File: src/rtl/rr_decoder_arbiter_if.sv
// Request/grant bundle between the requesting units (master) and the
// round-robin arbiter (slave).
interface rr_decoder_arbiter_if;
    logic [7:0] req;
    logic       done;
    logic [2:0] gnt_idx;
    logic       gnt_en;
    logic [7:0] gnt;
    logic       timeout;

    modport master (output req, done, input gnt_idx, gnt_en, gnt, timeout);
    modport slave  (input req, done, output gnt_idx, gnt_en, gnt, timeout);
endinterface

File: src/rtl/rr_decoder_arbiter.sv
// Eight-way round-robin arbiter driving a 3-to-8 one-hot grant decode.
// Optional hold-limit forced release is compiled in with RR_TIMEOUT_EN.
//
// state | meaning
// ------+--------------------------------------------------------------
// IDLE  | no owner; arbitrate from ptr upward when any req is set
// GRANT | gnt_idx owns the resource until done, withdrawal or hold limit
module rr_decoder_arbiter #(
    parameter int MAX_HOLD = 15
) (
    input  logic                 clk,
    input  logic                 rst,
    rr_decoder_arbiter_if.slave  bus
);
    localparam logic [0:0] IDLE  = 1'b0;
    localparam logic [0:0] GRANT = 1'b1;

    if (MAX_HOLD < 1 || MAX_HOLD > 255) begin : g_bad_max_hold
        $error("MAX_HOLD must be in 1..255");
    end

    logic [0:0] state;
    logic [2:0] ptr;
    logic [2:0] idx_q;
    logic       en_q;
    logic [2:0] pick;
    logic [2:0] cand;
    logic       owner_rel;
    logic       hold_exp;
    logic [7:0] gnt_dec;

    // Scan offsets high to low so the nearest set bit above ptr wins.
    always_comb begin
        pick = ptr;
        cand = ptr;
        for (int k = 7; k >= 0; k--) begin
            cand = ptr + 3'(k);
            if (bus.req[cand]) pick = cand;
        end
    end

    assign owner_rel = bus.done || !bus.req[idx_q];

`ifdef RR_TIMEOUT_EN
    logic [7:0] hold_cnt;
    logic       to_q;
    // Down-counter loaded on grant; terminal count 0 marks the last allowed cycle.
    assign hold_exp    = (hold_cnt == 8'd0);
    assign bus.timeout = to_q;
`else
    assign hold_exp    = 1'b0;
    assign bus.timeout = 1'b0;
`endif

    always_ff @(posedge clk or posedge rst) begin
        if (rst) begin
            state <= IDLE;
            ptr   <= 3'd0;
            idx_q <= 3'd0;
            en_q  <= 1'b0;
`ifdef RR_TIMEOUT_EN
            hold_cnt <= 8'd0;
            to_q     <= 1'b0;
`endif
        end else begin
            case (state)
                IDLE: begin
`ifdef RR_TIMEOUT_EN
                    to_q <= 1'b0;
`endif
                    if (|bus.req) begin
                        idx_q <= pick;
                        en_q  <= 1'b1;
                        state <= GRANT;
`ifdef RR_TIMEOUT_EN
                        hold_cnt <= 8'(MAX_HOLD - 1);
`endif
                    end
                end
                GRANT: begin
                    if (owner_rel || hold_exp) begin
                        en_q  <= 1'b0;
                        ptr   <= idx_q + 3'd1;
                        state <= IDLE;
`ifdef RR_TIMEOUT_EN
                        // A voluntary release in the expiry cycle is not a timeout.
                        to_q <= !owner_rel;
`endif
                    end else begin
`ifdef RR_TIMEOUT_EN
                        hold_cnt <= hold_cnt - 8'd1;
`endif
                    end
                end
                default: state <= IDLE;
            endcase
        end
    end

    always_comb begin
        gnt_dec = 8'h00;
        if (en_q) gnt_dec[idx_q] = 1'b1;
    end

    assign bus.gnt_idx = idx_q;
    assign bus.gnt_en  = en_q;
    assign bus.gnt     = gnt_dec;
endmodule

File: src/flat_wrapper.sv
// flat-port wrapper written by rule: the top's interface ports become plain ports
module rr_decoder_arbiter_flat 
#(
    parameter int MAX_HOLD = 15
)
  (clk, rst, bus_req, bus_done, bus_gnt_idx, bus_gnt_en, bus_gnt, bus_timeout);
  rr_decoder_arbiter_if bus_i ();
  input  logic clk;
  input  logic rst;
  input wire logic [$bits(bus_i.req)-1:0] bus_req;
  input wire logic [$bits(bus_i.done)-1:0] bus_done;
  output wire logic [$bits(bus_i.gnt_idx)-1:0] bus_gnt_idx;
  output wire logic [$bits(bus_i.gnt_en)-1:0] bus_gnt_en;
  output wire logic [$bits(bus_i.gnt)-1:0] bus_gnt;
  output wire logic [$bits(bus_i.timeout)-1:0] bus_timeout;
  assign bus_i.req = bus_req;
  assign bus_i.done = bus_done;
  assign bus_gnt_idx = bus_i.gnt_idx;
  assign bus_gnt_en = bus_i.gnt_en;
  assign bus_gnt = bus_i.gnt;
  assign bus_timeout = bus_i.timeout;
  rr_decoder_arbiter #(.MAX_HOLD(MAX_HOLD)) u_core (.clk(clk), .rst(rst), .bus(bus_i));
endmodule
File: config.mk
export PLATFORM = sky130hd
export DESIGN_NAME = rr_decoder_arbiter_flat
export DESIGN_NICKNAME = d
export VERILOG_FILES = /design/src/rtl/rr_decoder_arbiter_if.sv /design/src/rtl/rr_decoder_arbiter.sv /design/src/flat_wrapper.sv
export SDC_FILE = /design/constraint.sdc
export NUM_CORES = 1
export LEC_CHECK = 0
export BUFFER_PORTS_ARGS = -buffer_cell sky130_fd_sc_hd__buf_4
export CAP_MARGIN = 20
export CELL_PAD_IN_SITES_DETAIL_PLACEMENT = 1
export CELL_PAD_IN_SITES_GLOBAL_PLACEMENT = 1
export CORE_MARGIN = 4
export CORE_UTILIZATION = 32
export CTS_CLUSTER_DIAMETER = 40
export DETAILED_ROUTE_END_ITERATION = 7
export PLACE_DENSITY = 0.75
export SLEW_MARGIN = 20
export SYNTH_ARGS = -nofsm -noshare
export SYNTH_HDL_FRONTEND = slang
export SYNTH_SLANG_ARGS = --single-unit
File: constraint.sdc
create_clock -name clk -period 4.9 [get_ports clk]
set_input_delay 0.245 -clock clk [delete_from_list [all_inputs] [get_ports clk]]
set_output_delay 0.245 -clock clk [all_outputs]
set_load 0.05 [all_outputs]
* Word-level counts from Yosys, hierarchy flattened
Index checks and enable logic that the tools add are counted.
** Operators by class
- Reductions and logical operators :: 7
- Magnitude comparators :: 10
- Bitwise operators :: 1
- $add $sub $neg :: 8
- Multiplexer cells :: 35
- Equal/unequal tests :: 2
** Operators by type and width (number)
- 3-bit by 4-bit < comparator with 1-bit output, second input constant :: 9
- 1-bit binary-select mux with 3-bit select :: 9
- 3-bit 2-to-1 mux :: 8
- 1-bit 2-to-1 mux :: 14
- 3-bit adder, second input constant :: 4
- 8-bit 2-to-1 mux :: 1
- 8-bit OR reduction :: 1
- 3-bit by 1-bit adder with 3-bit output, second input constant :: 2
- 3-bit by 2-bit adder with 3-bit output, second input constant :: 2
- 2-bit AND reduction :: 3
- 1-bit one-hot mux with 2 select lines :: 2
- 1-bit demux with 3-bit select :: 1
- 3-bit by 1-bit >= comparator with 1-bit output, second input constant :: 1
- 2-bit by 1-bit != test with 1-bit output, second input constant :: 1
- 2-bit != test, second input constant :: 1
- 1-bit logical AND :: 1
- 1-bit logical NOT :: 1
- 1-bit logical OR :: 1
- 1-bit NOT :: 1
** Storage, ports and cells
- Flip-flop bits (word level) :: 8
- Output and inout bits :: 13
- Word-level logic and storage cells :: 67

* Longest topological paths before layout
Gate-level depths: netlist of the first run.
- Depth in word-level cells :: 11
- Mapped depth :: 12

* Worst setup path after synthesis of the first run
No wires, ideal clock.
- Path type :: reg-to-reg
- Start :: reg u_core.ptr[0]
- End :: reg u_core.idx_q[0], in the netlist u_core.bus.gnt_idx[0]
- Period minus slack after synthesis :: 2685 ps
- Arrival time :: 2619 ps
- Slack :: 2215 ps
- Cell stages (with the launch flop) :: 13
- Cells stage by stage :: dfrtp_1 > buf_6 > buf_4 > buf_2 > inv_1 > ha_1 > buf_2 > mux4_2 > mux2i_2 > nand3_1 > o21ai_1 > mux2_4 > nand2_2
** Between the ends
- Longest elaborated chain between the ends :: 11
- Elaborated cells between the ends (all ways) :: 31
- Classes of those cells :: 7 x add/sub; 24 x mux
** Ends and longest elaborated chain
- start, declared :: line rr_decoder_arbiter.sv:23 : logic [2:0] ptr;
- start signal, assigned :: line rr_decoder_arbiter.sv:83 : ptr <= idx_q + 3'd1;
- 3-bit adder :: line rr_decoder_arbiter.sv:37 : cand = ptr + 3'(k);
- 1-bit binary-select mux with 3-bit select :: line rr_decoder_arbiter.sv:38 : if (bus.req[cand]) pick = cand;
- 1-bit 2-to-1 mux (implied by the code) :: line rr_decoder_arbiter.sv:38
- 3-bit 2-to-1 mux (7 in a row) :: line rr_decoder_arbiter.sv:38
- 3-bit 2-to-1 mux * :: line rr_decoder_arbiter.sv:38
- end signal, assigned :: line rr_decoder_arbiter.sv:72 : idx_q <= pick;
- end, declared :: line rr_decoder_arbiter.sv:24 : logic [2:0] idx_q;
Mark *: on every way between the ends. The rest lies on a longest branch, timed or not. The select of a mux whose other input is x is not followed.
A chain may end at the register's enable or synchronous reset.

* Worst setup path after layout of the first run
- Start :: reg u_core.ptr[0]
- End :: reg u_core.idx_q[1], in the netlist u_core.bus.gnt_idx[1]
The elaborated chain is that of the path after synthesis.

==> results of run 1 <==
[final cells by class]
type | instances | area (um2)
clock buffers | 3 | 41.3
multi-input cells | 131 | 1100
fillers | 497 | 2500
inverters | 7 | 26.3
repair buffers | 23 | 175
well taps | 50 | 62.6
flip-flops and latches | 8 | 200
[worst paths after layout]
path                               start               endpoint  slack, ns  cells after the start
min in group asynchronous            rst          u_core.ptr[0]       0.54                      3
min reg2reg                 u_core.state           u_core.state       0.55                      1
max                        u_core.ptr[0]  u_core.bus.gnt_idx[1]       1.53                      8
max in group asynchronous            rst          u_core.ptr[2]       4.10                      3
max reg2reg                u_core.ptr[0]  u_core.bus.gnt_idx[1]       1.53                      8
min                           bus_req[2]           u_core.state       0.45                      4
[sequential cells by signal, indices dropped and copies added (netlist names)]
| name | count |
|---|---|
| u_core.bus.gnt_idx | 3 |
| u_core.state | 1 |
| u_core.bus.gnt_en | 1 |
| u_core.ptr | 3 |
[worst max-delay path, stage by stage (launching register included)]
cell      delay (ns)
dfrtp_1         0.99
inv_1           0.19
ha_1            0.59
mux4_2          0.45
mux2i_1         0.20
a22oi_1         0.16
a311o_1         0.36
o21ai_1         0.18
o211ai_1        0.11
[stage by stage]
step	hold WS, ns	std cells
after floorplan	0.0607	158
after global placement	0.221	218
after detailed placement	0.234	218
after CTS	0.445	222
after global routing	0.480	222
final	0.451	222
[kinds of logic (layout without fill, tap and decap cells)]
group | after synthesis | in the layout | synth area share [%]
DFF | 8 | 8 | 14.3
other | 1 | 1 | 0.268
and+or+nand+nor | 55 | 55 | 21.7
muxes | 29 | 29 | 33.4
xor gates and xnor gates | 4 | 4 | 2.50
adders and majority gates | 3 | 3 | 2.68
buffers and inverters | 19 | 33 | 6.87
AOI/OAI and AO/OA | 39 | 39 | 18.3
[per-layer routing]
metal	part of all wire [%]	global-route usage, %	vias up
li1	-	-	633
met1	43	22.5	736
met2	50	31.2	34
met3	3.4	2.03	18
met4	3.6	8.45	0
met5	0	0	-
[Yosys cell counts, drive strengths merged (4+ instances only)]
cell type	instances
o21ai	10
a21oi	11
mux2	4
nor3	4
mux4	12
nor4	5
buf	10
nand2b	4
inv	7
nor2	14
mux2i	13
dfrtp	8
nand2	14
==> reports/metrics.cfg, run 1 <==
[global_routing]
gr-total-overflow=0
grt.total_usage_pct=18.1
grt_max_degree=27
antenna_found_initial=0
grt_pass1_wl_mm=7.67
grt_pass1_vias=1487

[clocking]
cts_sinks=8
clock_latency_ns=0.23
post_cts_buffers=0
clk_pin_slew_ns=0.04
postCtsHoldBufs=1
cts_tree=yes
numCtsBuffers=3
cts_repair_resize_count=0
clockBufferDepth=2
root_buffer=clkbuf_8
cts_htree_levels=1

[routing]
wirelength_mm=4.62
vias_per_cell=6.40
antenna_left=0
drc=0
wire_per_inst_um=20.8
drtIter0Drc=74
dr.pass1.iters=4
vias=1421

[yosys]
yosys_warnings=0
synth_edf_count=0
ys.flop_type=dfrtp_1
yosysTopAreaCellShare_pct=16.1
synth_seq_area_share_pct=14.3
synth_top_area_cell=mux4_2
syn-cell-area_mm2=0.00140
post_synth_num_cell_types=47
ys_ff_latch=8
syn_area_per_cell_um2=8.87
syn-num-nets=172
ys_async_sr_fraction_pct=100
synth_area_leaders=mux4_2 (16%), dfrtp_1 (14%), mux2i_1 (8.6%)
postSynthCellCount=158

[finish]
diodes=0
finalInstanceArea_mm2=0.00161
layout_commonest_cell=buf_4
drive_gt1_share_pct=26.2
num-nets-final=188
area_delta_synth_final_pct=14.9
fin_util_pct=39.1
final_cell_mix=buf_4 (22), nor2_1 (14), nand2_1 (13)

[critical_path]
cp.arrival_ns=3.47
critical_path.startpoint_type=flop
critical_path_class=flop to flop
cp_max_fo=26
crit_required_ns=5.00
end_kind=flop

[die]
ios=24
die_h_um=74.2
fp-row-count=23
die_area_mm2=0.00550
core-area_mm2=0.00412
start_util_pct=34.1
die_w_um=74.2

[timing]
skew_ns=0.00642
rsz0062_at_grt=no
fin_crit_sh_pct=68.9
setup_violations=0
drv_slew=0
fmax_mhz=296
timing.final.ws_setup_ns=1.53
slew_headroom_pct=33.9
worst_pin_slew_ns=0.992
hold_viol_final=0
fin_tns_setup_ns=0
fin_crit_ns=3.37

[placement]
finalWeightedCongestion=0.863
hpwl_mm=3.51
port_buffers=22
dpl-instance-area_mm2=0.00156
place_ws_ns=1.58

[job]
maxCapViolCount=0

[hold_path]
min_path_type=input pin to flop

[outcome]
status=complete, no violations

Power of run 1 is not shown: default switching activity piles up to over one toggle a cycle in this logic, so the estimate is an artifact.
==> run 2, diff against run 1 <==
--- a/config.mk
+++ b/config.mk
@@ -5,6 +5,7 @@
 export SDC_FILE = /design/constraint.sdc
 export NUM_CORES = 1
 export LEC_CHECK = 0
+export ABC_AREA = 1
 export BUFFER_PORTS_ARGS = -buffer_cell sky130_fd_sc_hd__buf_4
 export CAP_MARGIN = 20
 export CELL_PAD_IN_SITES_DETAIL_PLACEMENT = 1
@@ -13,7 +14,7 @@
 export CORE_UTILIZATION = 32
 export CTS_CLUSTER_DIAMETER = 40
 export DETAILED_ROUTE_END_ITERATION = 7
-export PLACE_DENSITY = 0.75
+export PLACE_DENSITY = 0.84
 export SLEW_MARGIN = 20
 export SYNTH_ARGS = -nofsm -noshare
 export SYNTH_HDL_FRONTEND = slang
==> constraint.sdc (replaced) <==
create_clock -name clk -period 3.45 [get_ports clk]
set_input_delay 0.1725 -clock clk [delete_from_list [all_inputs] [get_ports clk]]
set_output_delay 0.1725 -clock clk [all_outputs]
set_load 0.05 [all_outputs]
==> run 2 against run 1 <==
Net effect:
- setup slack worse by 0.52 ns
- clock skew is 0.0053 ns lower
- die area decreased by 20%
- fmax grew 38%
- register-to-register slack worse by 0.52 ns
- synthesized area shrank 22%
- via count shrank 9.6%
- sequential share of layout area up 2.8 points
- global-route usage fell by 0.56 points
- critical endpoint is now u_core.bus.gnt_idx[0]
- largest cell class unchanged
==> reports/metrics.cfg, run 2 <==
[hold_path]
min_path_type=input pin to flop
holdPathEnd=u_core.state
hold_depth=4
min_from=bus_done

[yosys]
synth_edf_count=0
yosysMostFrequentCell=nand2_1
ys_ff_latch=8
synth_common_cells=nand2_1 (71), nand3_1 (36), inv_1 (26), nor2_1 (16)
ys_async_sr_fraction_pct=100
post_synth_num_cell_types=22
synth_top_area_cell=nand2_1
syn-cell-area_mm2=0.00109
syn-num-nets=212
yosys_warnings=0
yosysTopAreaCellShare_pct=24.3
syn_area_per_cell_um2=5.53
synth_area_leaders=nand2_1 (24%), dfrtp_1 (18%), nand3_1 (16%)
synth_seq_area_share_pct=18.3
postSynthCellCount=198
ys.flop_type=dfrtp_1

[routing]
dr.pass1.iters=5
drc=0
wirelength_mm=3.63
vias_per_cell=4.86
drtIter0Drc=58
antenna_left=0
vias=1284
wire_per_inst_um=13.7

[global_routing]
grt_pass1_wl_mm=6.11
antenna_found_initial=0
grt_max_degree=13
grt-busiest-layer=met2
gr-usage-met2_pct=30.7
use_met3_pct=1.85
gr-total-overflow=0
grtUsageMet1_pct=22.8
grt.total_usage_pct=17.5
grt_pass1_vias=1290

[finish]
drive_gt1_share_pct=16.4
layout_commonest_cell=nand2_1
diodes=0
area_delta_synth_final_pct=20.0
finalInstanceArea_mm2=0.00131
num-nets-final=236
final_cell_mix=nand2_1 (71), nand3_1 (36), inv_1 (26)

[die]
fp-row-count=20
die_w_um=66.5
ios=24
core-area_mm2=0.00315
start_util_pct=34.7
die_area_mm2=0.00442
die_h_um=66.5

[critical_path]
critical_path_class=flop to flop
cp.arrival_ns=2.60
crit_required_ns=3.60
r2r-start=u_core.ptr[0]
r2r_setup_slack_ns=1.00
r2r-end=u_core.bus.gnt_idx[0]
worstRegToRegCells=15
end_kind=flop
cp_max_fo=12
critical_path.startpoint_type=flop

[timing]
slew_headroom_pct=63.1
hold_viol_final=0
setup_violations=0
fin_tns_setup_ns=0
fin_crit_ns=2.45
fin_crit_sh_pct=71.0
drv_slew=0
rsz0062_at_grt=no
worst_pin_slew_ns=0.554
fmax_mhz=408
skew_ns=0.00114

[clocking]
cts_sinks=8
cts_htree_levels=1
clock_latency_ns=0.26
clk_pin_slew_ns=0.06
root_buffer=clkbuf_4
cts_tree=yes
numCtsBuffers=3
post_cts_buffers=0
clockBufferDepth=2

[placement]
dpl-instance-area_mm2=0.00128
finalWeightedCongestion=0.887
hpwl_mm=3.11
port_buffers=22

[outcome]
status=complete, no violations

[job]
maxCapViolCount=0

[run 2: kinds of logic (layout without fill, tap and decap cells)]
group | after synthesis | in the layout | synth area share, %
buffers and inverters | 37 | 59 | 14.6
and+or+nand+nor | 128 | 128 | 49.7
AOI/OAI and AO/OA | 18 | 18 | 8.80
DFF | 8 | 8 | 18.3
xor gates and xnor gates | 3 | 3 | 4.80
other | 1 | 1 | 0.343
adders and majority gates | 3 | 3 | 3.43
[run 2: what timing repair did]
action	4_1_cts	5_1_grt
hold endpoints to repair	8	0
gates resized for setup	0	0
hold buffers	1	0
[run 2: worst max path at each step]
stage	startpoint	endpoint	slack (ns)	cells after the start
after CTS	u_core.ptr[0]	u_core.bus.gnt_idx[0]	1.02	15
after detailed placement	u_core.ptr[0]	u_core.bus.gnt_idx[0]	1.04	15
final	u_core.ptr[0]	u_core.bus.gnt_idx[0]	1.00	15
after floorplan	u_core.ptr[1]	u_core.bus.gnt_idx[0]	1.60	17
after global routing	u_core.ptr[0]	u_core.bus.gnt_idx[0]	0.77	15
after global placement	u_core.ptr[0]	u_core.bus.gnt_idx[0]	1.06	15
[run 2: stage by stage]
stage,std cells,hold slack (ns),worst slack (ns),util [%]
4_1_cts,264,0.245,1.02,41.7
3_3_place_gp,260,0.145,1.06,40.6
2_1_floorplan,198,-0.0118,1.60,-
6_report,264,0.240,1.00,41.7
5_1_grt,264,0.270,0.767,41.7
3_5_place_dp,260,0.151,1.04,40.6
[run 2: worst max-delay path: stages, from the launching register on]
cell and delay [ns]:
dfrtp_1 0.59, inv_2 0.18, ha_1 0.46, inv_2 0.10
nand3_1 0.13, nand3_1 0.13, nand2_1 0.15, inv_1 0.05
nand2_1 0.07, nand2_1 0.05, nand2_1 0.05, nand2_1 0.04
nand2_1 0.07, nand3_1 0.08, nand3_1 0.11, nand2_1 0.06
[run 2: layout make-up]
cell class | count | area (um2)
Multi-Input combinational cell | 153 | 734
Timing Repair Buffer | 23 | 175
Tap cell | 44 | 55.1
Clock buffer | 3 | 22.5
Fill cell | 465 | 1840
Sequential cell | 8 | 200
Inverter | 33 | 126
[run 2: metal layers]
layer,share of wire (%),routed length (um),vias up
li1,-,-,672
met5,0,0,-
met2,48,1720,23
met1,48,1750,583
met3,2.6,96,6
met4,1.6,57,0
Power of run 2 is left out for the same reason.
